`src/rtl/preset_mode_reg_pkg.sv`:
```
// Shared definitions for preset_mode_reg: operation mode encodings and the mode type.
package preset_mode_reg_pkg;

  typedef logic [2:0] mode_e;

  localparam mode_e MODE_HOLD = 3'b000;
  localparam mode_e MODE_LOAD = 3'b001;
  localparam mode_e MODE_SHL  = 3'b010;
  localparam mode_e MODE_SHR  = 3'b011;
  localparam mode_e MODE_UP   = 3'b100;
  localparam mode_e MODE_DOWN = 3'b101;
  localparam mode_e MODE_ROL  = 3'b110;
  localparam mode_e MODE_ROR  = 3'b111;

endpackage

```
`src/rtl/preset_mode_reg_cell.sv`:
```
// Single storage bit with asynchronous active-low reset to a per-bit preset value.
module preset_mode_reg_cell #(
  parameter logic RST_BIT = 1'b0
) (
  input  logic clk,
  input  logic reset_n,
  input  logic d,
  output logic q
);

  always_ff @(posedge clk or negedge reset_n) begin
    if (!reset_n) q <= RST_BIT;
    else          q <= d;
  end

endmodule

```
`src/rtl/preset_mode_reg.sv`:
```
// Multi-mode WIDTH-bit register: load, shift, rotate, up/down count with a registered wrap pulse.
// Optional even-parity output is built when PRESET_MODE_REG_PARITY_EN is defined.
module preset_mode_reg
  import preset_mode_reg_pkg::*;
#(
  parameter int               WIDTH   = 4,
  parameter logic [WIDTH-1:0] RST_VAL = WIDTH'(4'hD),
  parameter logic [WIDTH-1:0] SET_VAL = WIDTH'(4'h6)
) (
  input  logic             clk,
  input  logic             reset_n,
  input  logic             set,
  input  logic             en,
  input  logic [2:0]       mode,
  input  logic [WIDTH-1:0] d,
  input  logic             ser_in,
  output logic [WIDTH-1:0] q,
  output logic             ser_out,
  output logic             wrap
`ifdef PRESET_MODE_REG_PARITY_EN
  ,
  output logic             parity
`endif
);

  logic [WIDTH-1:0] q_next;
  logic             wrap_next;

  // Priority: set, then en=0 hold, then the selected mode.
  always_comb begin
    q_next    = q;
    wrap_next = 1'b0;
    if (set) begin
      q_next = SET_VAL;
    end else if (en) begin
      case (mode)
        MODE_HOLD: q_next = q;
        MODE_LOAD: q_next = d;
        MODE_SHL:  q_next = {q[WIDTH-2:0], ser_in};
        MODE_SHR:  q_next = {ser_in, q[WIDTH-1:1]};
        MODE_UP: begin
          q_next    = q + WIDTH'(1);
          wrap_next = &q;
        end
        MODE_DOWN: begin
          q_next    = q - WIDTH'(1);
          wrap_next = ~|q;
        end
        MODE_ROL:  q_next = {q[WIDTH-2:0], q[WIDTH-1]};
        MODE_ROR:  q_next = {q[0], q[WIDTH-1:1]};
        default:   q_next = q;
      endcase
    end
  end

  for (genvar i = 0; i < WIDTH; i++) begin : g_bit
    preset_mode_reg_cell #(
      .RST_BIT(RST_VAL[i])
    ) u_cell (
      .clk    (clk),
      .reset_n(reset_n),
      .d      (q_next[i]),
      .q      (q[i])
    );
  end

  always_ff @(posedge clk or negedge reset_n) begin
    if (!reset_n) wrap <= 1'b0;
    else          wrap <= wrap_next;
  end

`ifdef PRESET_MODE_REG_PARITY_EN
  // Registered from q_next so parity always tracks the current q.
  always_ff @(posedge clk or negedge reset_n) begin
    if (!reset_n) parity <= ^RST_VAL;
    else          parity <= ^q_next;
  end
`endif

  // Left-moving modes all have mode[0]=0, so mode[0] alone picks the exiting end.
  assign ser_out = mode[0] ? q[0] : q[WIDTH-1];

endmodule
```
`config.mk`:
```
export PLATFORM = sky130hd
export DESIGN_NAME = preset_mode_reg
export DESIGN_NICKNAME = d
export VERILOG_FILES = /design/src/rtl/preset_mode_reg_pkg.sv /design/src/rtl/preset_mode_reg_cell.sv /design/src/rtl/preset_mode_reg.sv
export SDC_FILE = /design/constraint.sdc
export NUM_CORES = 1
export LEC_CHECK = 0
export CORE_MARGIN = 5
export CORE_UTILIZATION = 35
export CTS_CLUSTER_DIAMETER = 80
export DETAILED_ROUTE_END_ITERATION = 7
export DONT_BUFFER_PORTS = 1
export PLACE_DENSITY = 0.53
export REMOVE_ABC_BUFFERS = 1
export SLEW_MARGIN = 5
export SYNTH_ARGS = -nofsm -noshare
export SYNTH_HDL_FRONTEND = slang
export SYNTH_SLANG_ARGS = --single-unit
```
`constraint.sdc`:
```
create_clock -name clk -period 1.9 [get_ports clk]
set_input_delay 0.38 -clock clk [delete_from_list [all_inputs] [get_ports clk]]
set_output_delay 0.38 -clock clk [all_outputs]
set_load 0.01 [all_outputs]
```
==> results.cfg, run 1 <==
[outcome]
status = completed

[routing]
wirelength_um = 1284
drc = 0
ant_nets = 0
post_drt_wl_per_cell_um = 16.05
drtIter0Drc = 4
drt-pass1-iter-count = 2
viasPerCell = 5.713
routed-via-count = 457

[die]
die-width_um = 50.33
fp.dieH_um = 50.33
die-area_mm2 = 0.002533
io_pins = 18
core_mm2 = 0.001524
start_util_pct = 37.36
row_count = 14

[synthesis]
synth_cells = 65
yosysTopAreaCell = dfstp_2
synth_most_common_cell = nor2_1
synth_common_cells = 6 x nor2_1, 5 x a21oi_1, 5 x buf_4, 5 x inv_1, 5 x nand2b_1
yosysSeqAreaShare_pct = 22.64
ys_ff_latch = 5
syn_area_um2 = 569.3
synth_cell_type_count = 37
synthTopCellsByArea = dfstp_2 14%, dfrtp_1 8.8%, buf_4 6.6%
synth_edf_count = 0
synth_ff_type = dfstp_2
synth_top_area_share_pct = 13.85
yosysWarnings = 0
synth-async-reset-ratio_pct = 100.0
avgSynthCellArea_um2 = 8.758

[sta]
fin_crit_ns = 1.621
timing.final.crit_share_pct = 85.29
setup_viol = 0
setup_ws_ns = 0.2795
rsz0062_at_grt = false
report.final.slew_viol_count = 0
final.setup_skew_ns = 0.006609
tightest_slew_ns = 0.2952
slew-limit-headroom_pct = 80.28
hold_violations = 0
timing.fmax_mhz = 617.1
setup-tns-final_ns = 0

[critical_path]
rrSetupSlack_ns = 0.28
cpPeakStageDelay_ns = 0.43
critical_path_class = reg -> reg
crit_fanout = 5
path_cells = xnor2_1, ha_1, and2b_1, o21ai_0, nand3_1, a221oi_1
r2r_start = g_bit[1].u_cell.q$_DFFE_PN0P_
slowest_stage = dfrtp_1
cp.arrival_ns = 1.75
startpoint_type = flop
cp-end-kind = flop
timing.rr.end = g_bit[2].u_cell.q$_DFFE_PN1P_
crit_required_ns = 2.03
r2r_cells = 6

[job]
maxCapViolCount = 0

[placement]
hpwl_um = 985.6
place_ws_ns = 0.1040
port_buffers = 0
placed_area_um2 = 539.3
gp_congestion = 0.7751

[clock_network]
clockRootBuffer = clkbuf_4
cts_tree = built
cts_buffers = 3
cts_max_path_buffers = 2
path_clk_slew_ns = 0.05
h-tree-depth = 1
clk_latency_ns = 0.23
cts.sink_count = 5

[power]
ir_worst_vdd_uv = 480.3
switchingPower_mw = 0.1005
swShare_pct = 29.21
p_int_mw = 0.2435
p_clk_share_pct = 34.9
p_per_area_mw_per_mm2 = 597.7
power_frac_comb_pct = 25.7
leakagePower_nw = 0.2557
seqPwrFrac_pct = 39.4

[grt]
grt_pass1_wl_um = 2242
grt_util_met3_pct = 4.142
grt_overflow = 0
grt-busiest-layer = met2
antenna_found_initial = 0
grt_pass1_vias = 496
gr-usage-met1_pct = 15.03
grt.total_usage_pct = 11.10
groute.layer.met2.usage_pct = 16.74
grt_max_degree = 18

[hold_path]
whs_path_depth = 2
whs_endpoint = g_bit[2].u_cell.q$_DFFE_PN1P_
min_from = mode[2]
hold_path.class = in -> reg

[layout]
num_antenna_cells = 0
area_delta_synth_final_pct = 1.099
finish.instance_area_um2 = 575.6
final_layout_size_suffix_gt1_share_pct = 26.56
nets = 78
utilization_pct = 37.77
logic make-up (layout without fill, tap and decap cells):
logic type | after synthesis | in the layout | synth area share [%]
and+or+nand+nor | 23 | 23 | 25.28
AOI/OAI and AO/OA | 18 | 18 | 24.84
buffers and inverters | 13 | 12 | 14.73
DFF | 5 | 5 | 22.64
muxes | 4 | 4 | 8.792
adders and majority gates | 1 | 1 | 2.197
xor gates and xnor gates | 1 | 1 | 1.539
final cells by class:
cell class / instances / area (µm²)
Sequential cell: 5 / 128.9
Inverter: 5 / 18.77
Multi-Input combinational cell: 47 / 356.6
Tap cell: 16 / 20.02
Timing Repair Buffer: 3 / 25.02
Clock buffer: 4 / 26.28
Fill cell: 161 / 948.4
cells in the final DEF (no fill, tap or decap), types with 2 or more instances in the layout:
cell / n
nor2_1: 6
inv_1: 5
nand2b_1: 5
a21oi_1: 5
clkbuf_4: 3
dfstp_2: 3
mux2i_1: 2
mux2_4: 2
nand3_1: 2
dfrtp_1: 2
buf_4: 2
worst max-delay path, delay by kind of cell, from the launching register on:
| kind | cells | cell delay, ns |
|---|---|---|
| AO/OA/AOI/OAI | 2 | 0.48 |
| XOR/XNOR | 1 | 0.16 |
| adder cells (fa/ha/maj) | 1 | 0.20 |
| flip-flops | 1 | 0.43 |
| AND/OR/NAND/NOR | 2 | 0.25 |
how the worst max path moves through the flow:
stage                                             start                            end  slack [ns]  depth (start not counted)
after floorplan                                 mode[1]  g_bit[2].u_cell.q$_DFFE_PN1P_        0.27                          7
after global placement                          mode[1]  g_bit[2].u_cell.q$_DFFE_PN1P_        0.10                          7
after detailed placement                        mode[1]  g_bit[2].u_cell.q$_DFFE_PN1P_        0.10                          7
after CTS                 g_bit[1].u_cell.q$_DFFE_PN0P_  g_bit[2].u_cell.q$_DFFE_PN1P_        0.26                          6
after global routing      g_bit[1].u_cell.q$_DFFE_PN0P_  g_bit[2].u_cell.q$_DFFE_PN1P_        0.12                          6
final                     g_bit[1].u_cell.q$_DFFE_PN0P_  g_bit[2].u_cell.q$_DFFE_PN1P_        0.28                          6
flip-flops by register name, summed over array words and instances, names as in the netlist:
register / count
g_bit.u_cell.q: 4
wrap: 1
routing by layer:
layer  vias up  share of wire [%]
met1       212                 47
met4         0                  0
li1        233                  -
met5         -                  0
met2        12                 47
met3         0                5.7
metrics by stage:
step | power [mW] | hold WS [ns] | cells
after floorplan | 0.1998 | 0.08441 | 57
after global placement | 0.2229 | 0.08453 | 75
after detailed placement | 0.2217 | 0.08454 | 75
after CTS | 0.3512 | 0.2952 | 80
after global routing | 0.3742 | 0.3188 | 80
final | 0.3440 | 0.2996 | 80
power groups by stage:
stage / logic (mW) / registers, mW / clock network [mW]
3_5_place_dp: 0.0852 / 0.136 / 0
5_1_grt: 0.0994 / 0.138 / 0.137
2_1_floorplan: 0.0618 / 0.138 / 0
3_3_place_gp: 0.0861 / 0.137 / 0
4_1_cts: 0.0894 / 0.136 / 0.126
6_report: 0.0884 / 0.136 / 0.120
repair_timing:
action                                 CTS  global route
endpoints found under the hold margin    5             0
setup buffers                            0             0
hold buffers                             1             0
resized for setup                        0             0
Power figures use the tool's default switching activity.
==> run 2, diff against run 1 <==
--- a/config.mk
+++ b/config.mk
@@ -6,13 +6,12 @@
 export NUM_CORES = 1
 export LEC_CHECK = 0
 export CORE_MARGIN = 5
-export CORE_UTILIZATION = 35
+export CORE_UTILIZATION = 40
 export CTS_CLUSTER_DIAMETER = 80
 export DETAILED_ROUTE_END_ITERATION = 7
 export DONT_BUFFER_PORTS = 1
-export PLACE_DENSITY = 0.53
+export PLACE_DENSITY = 0.58
 export REMOVE_ABC_BUFFERS = 1
-export SLEW_MARGIN = 5
 export SYNTH_ARGS = -nofsm -noshare
 export SYNTH_HDL_FRONTEND = slang
 export SYNTH_SLANG_ARGS = --single-unit
==> results.cfg, run 2 (synthesized netlist as in run 1, its figures left out) <==
[routing]
drt-pass1-iter-count = 4
wirelength_um = 1322
viasPerCell = 5.725
post_drt_wl_per_cell_um = 16.53
drtIter0Drc = 5
routed-via-count = 458
ant_nets = 0
drc = 0

[placement]
port_buffers = 0
hpwl_um = 1018
place_ws_ns = 0.06915
gp_congestion = 0.7729
dp_cells = 75
placed_area_um2 = 545.5

[layout]
mostFrequentLayoutCell = nor2_1
largestRegisters = g_bit.u_cell.q (4), wrap (1)
fillers = 135
final-seq-area_um2 = 128.9
nets = 79
finish.instance_area_um2 = 581.8
multiInputGateArea_um2 = 356.6
instances_no_fill = 80
num_antenna_cells = 0
area_delta_synth_final_pct = 2.198
final_layout_size_suffix_gt1_share_pct = 27.69
largest-register = g_bit.u_cell.q
mostFrequentLayoutCells = 6 x nor2_1, 5 x inv_1, 5 x nand2b_1, 5 x a21oi_1
utilization_pct = 44.16
largest_register_ffs = 4

[sta]
timing.fmax_mhz = 608.3
setup_ws_ns = 0.2561
rsz0062_at_grt = false
timing.final.crit_share_pct = 86.52
slew-limit-headroom_pct = 76.75
fin_crit_ns = 1.644
hold_violations = 0
setup-tns-final_ns = 0
final.setup_skew_ns = 0.004470
setup_viol = 0
tightest_slew_ns = 0.3480
report.final.slew_viol_count = 0

[grt]
grt_overflow = 0
grt_pass1_wl_um = 2166
grt_max_degree = 18
antenna_found_initial = 0
grt.total_usage_pct = 13.61
grt_pass1_vias = 471

[clock_network]
h-tree-depth = 1
cts_max_path_buffers = 2
cts_tree = built
clk_latency_ns = 0.24
cts_setup_buffers = 0
cts_resized = 0
holdBufCountCts = 1
cts.sink_count = 5
cts_buffers = 3
path_clk_slew_ns = 0.04
clockRootBuffer = clkbuf_4

[critical_path]
startpoint_type = flop
r2r_cells = 6
critical_path_class = reg -> reg
crit_required_ns = 2.02
cp.arrival_ns = 1.77
cp-end-kind = flop
rrSetupSlack_ns = 0.26
crit_fanout = 3
crit_start = g_bit[1].u_cell.q$_DFFE_PN0P_
r2r_start = g_bit[1].u_cell.q$_DFFE_PN0P_

[die]
start_util_pct = 43.21
fp.dieH_um = 47.73
die-area_mm2 = 0.002278
io_pins = 18
row_count = 13
die-width_um = 47.73
core_mm2 = 0.001318

[hold_path]
hold_path.class = in -> reg
whs_path_depth = 2
min_from = mode[2]

[power]
p_per_area_mw_per_mm2 = 598.3
ir_worst_vdd_uv = 470.6
leakagePower_nw = 0.2609

[outcome]
status = completed

[job]
maxCapViolCount = 0
## run 2: changes by cell type in the layout (fill, tap and decap cells not counted)
cell	previous run	this run
buf_4	2	3
## run 2: worst max-delay path, cell delays in order, from the launching register on
cell and delay, ns:
dfrtp_1 0.40, xnor2_1 0.14, ha_1 0.19, and2b_1 0.17, o21ai_0 0.18, nand3_1 0.10, a221oi_1 0.35
## run 2: final timing paths
| path | to |
|---|---|
| max in group asynchronous | g_bit[0].u_cell.q$_DFFE_PN1P_ |
| hold / removal | g_bit[2].u_cell.q$_DFFE_PN1P_ |
| hold reg to reg | g_bit[2].u_cell.q$_DFFE_PN1P_ |
| setup / recovery | g_bit[2].u_cell.q$_DFFE_PN1P_ |
| setup reg to reg | g_bit[2].u_cell.q$_DFFE_PN1P_ |
| min in group asynchronous | wrap$_DFF_PN0_ |
## run 2: stage by stage
| step | hold slack, ns | total power, mW |
|---|---|---|
| global route | 0.3061 | 0.3772 |
| detailed placement | 0.08453 | 0.2249 |
| floorplan | 0.08441 | 0.1998 |
| CTS | 0.3014 | 0.3541 |
| global placement | 0.08452 | 0.2248 |
| finish | 0.3083 | 0.3481 |
## run 2: layout make-up
type | count | share of cell area [%]
flip-flops and latches | 5 | 22.15
inverters | 5 | 3.226
clock buffers | 4 | 4.516
well taps | 15 | 3.226
repair buffers | 4 | 5.591
multi-input cells | 47 | 61.29
## run 2: layer usage
layer	global-route usage, %	part of all wire [%]
met5	0	0
met4	0	0
met3	8.271	5.9
met2	20.05	46
met1	18.24	48
## run 2: power breakdown
group | internal, mW | switching, mW
Sequential | 0.120 | 0.0166
Clock | 0.0793 | 0.0415
Combinational | 0.0465 | 0.0445
Total | 0.245 | 0.103
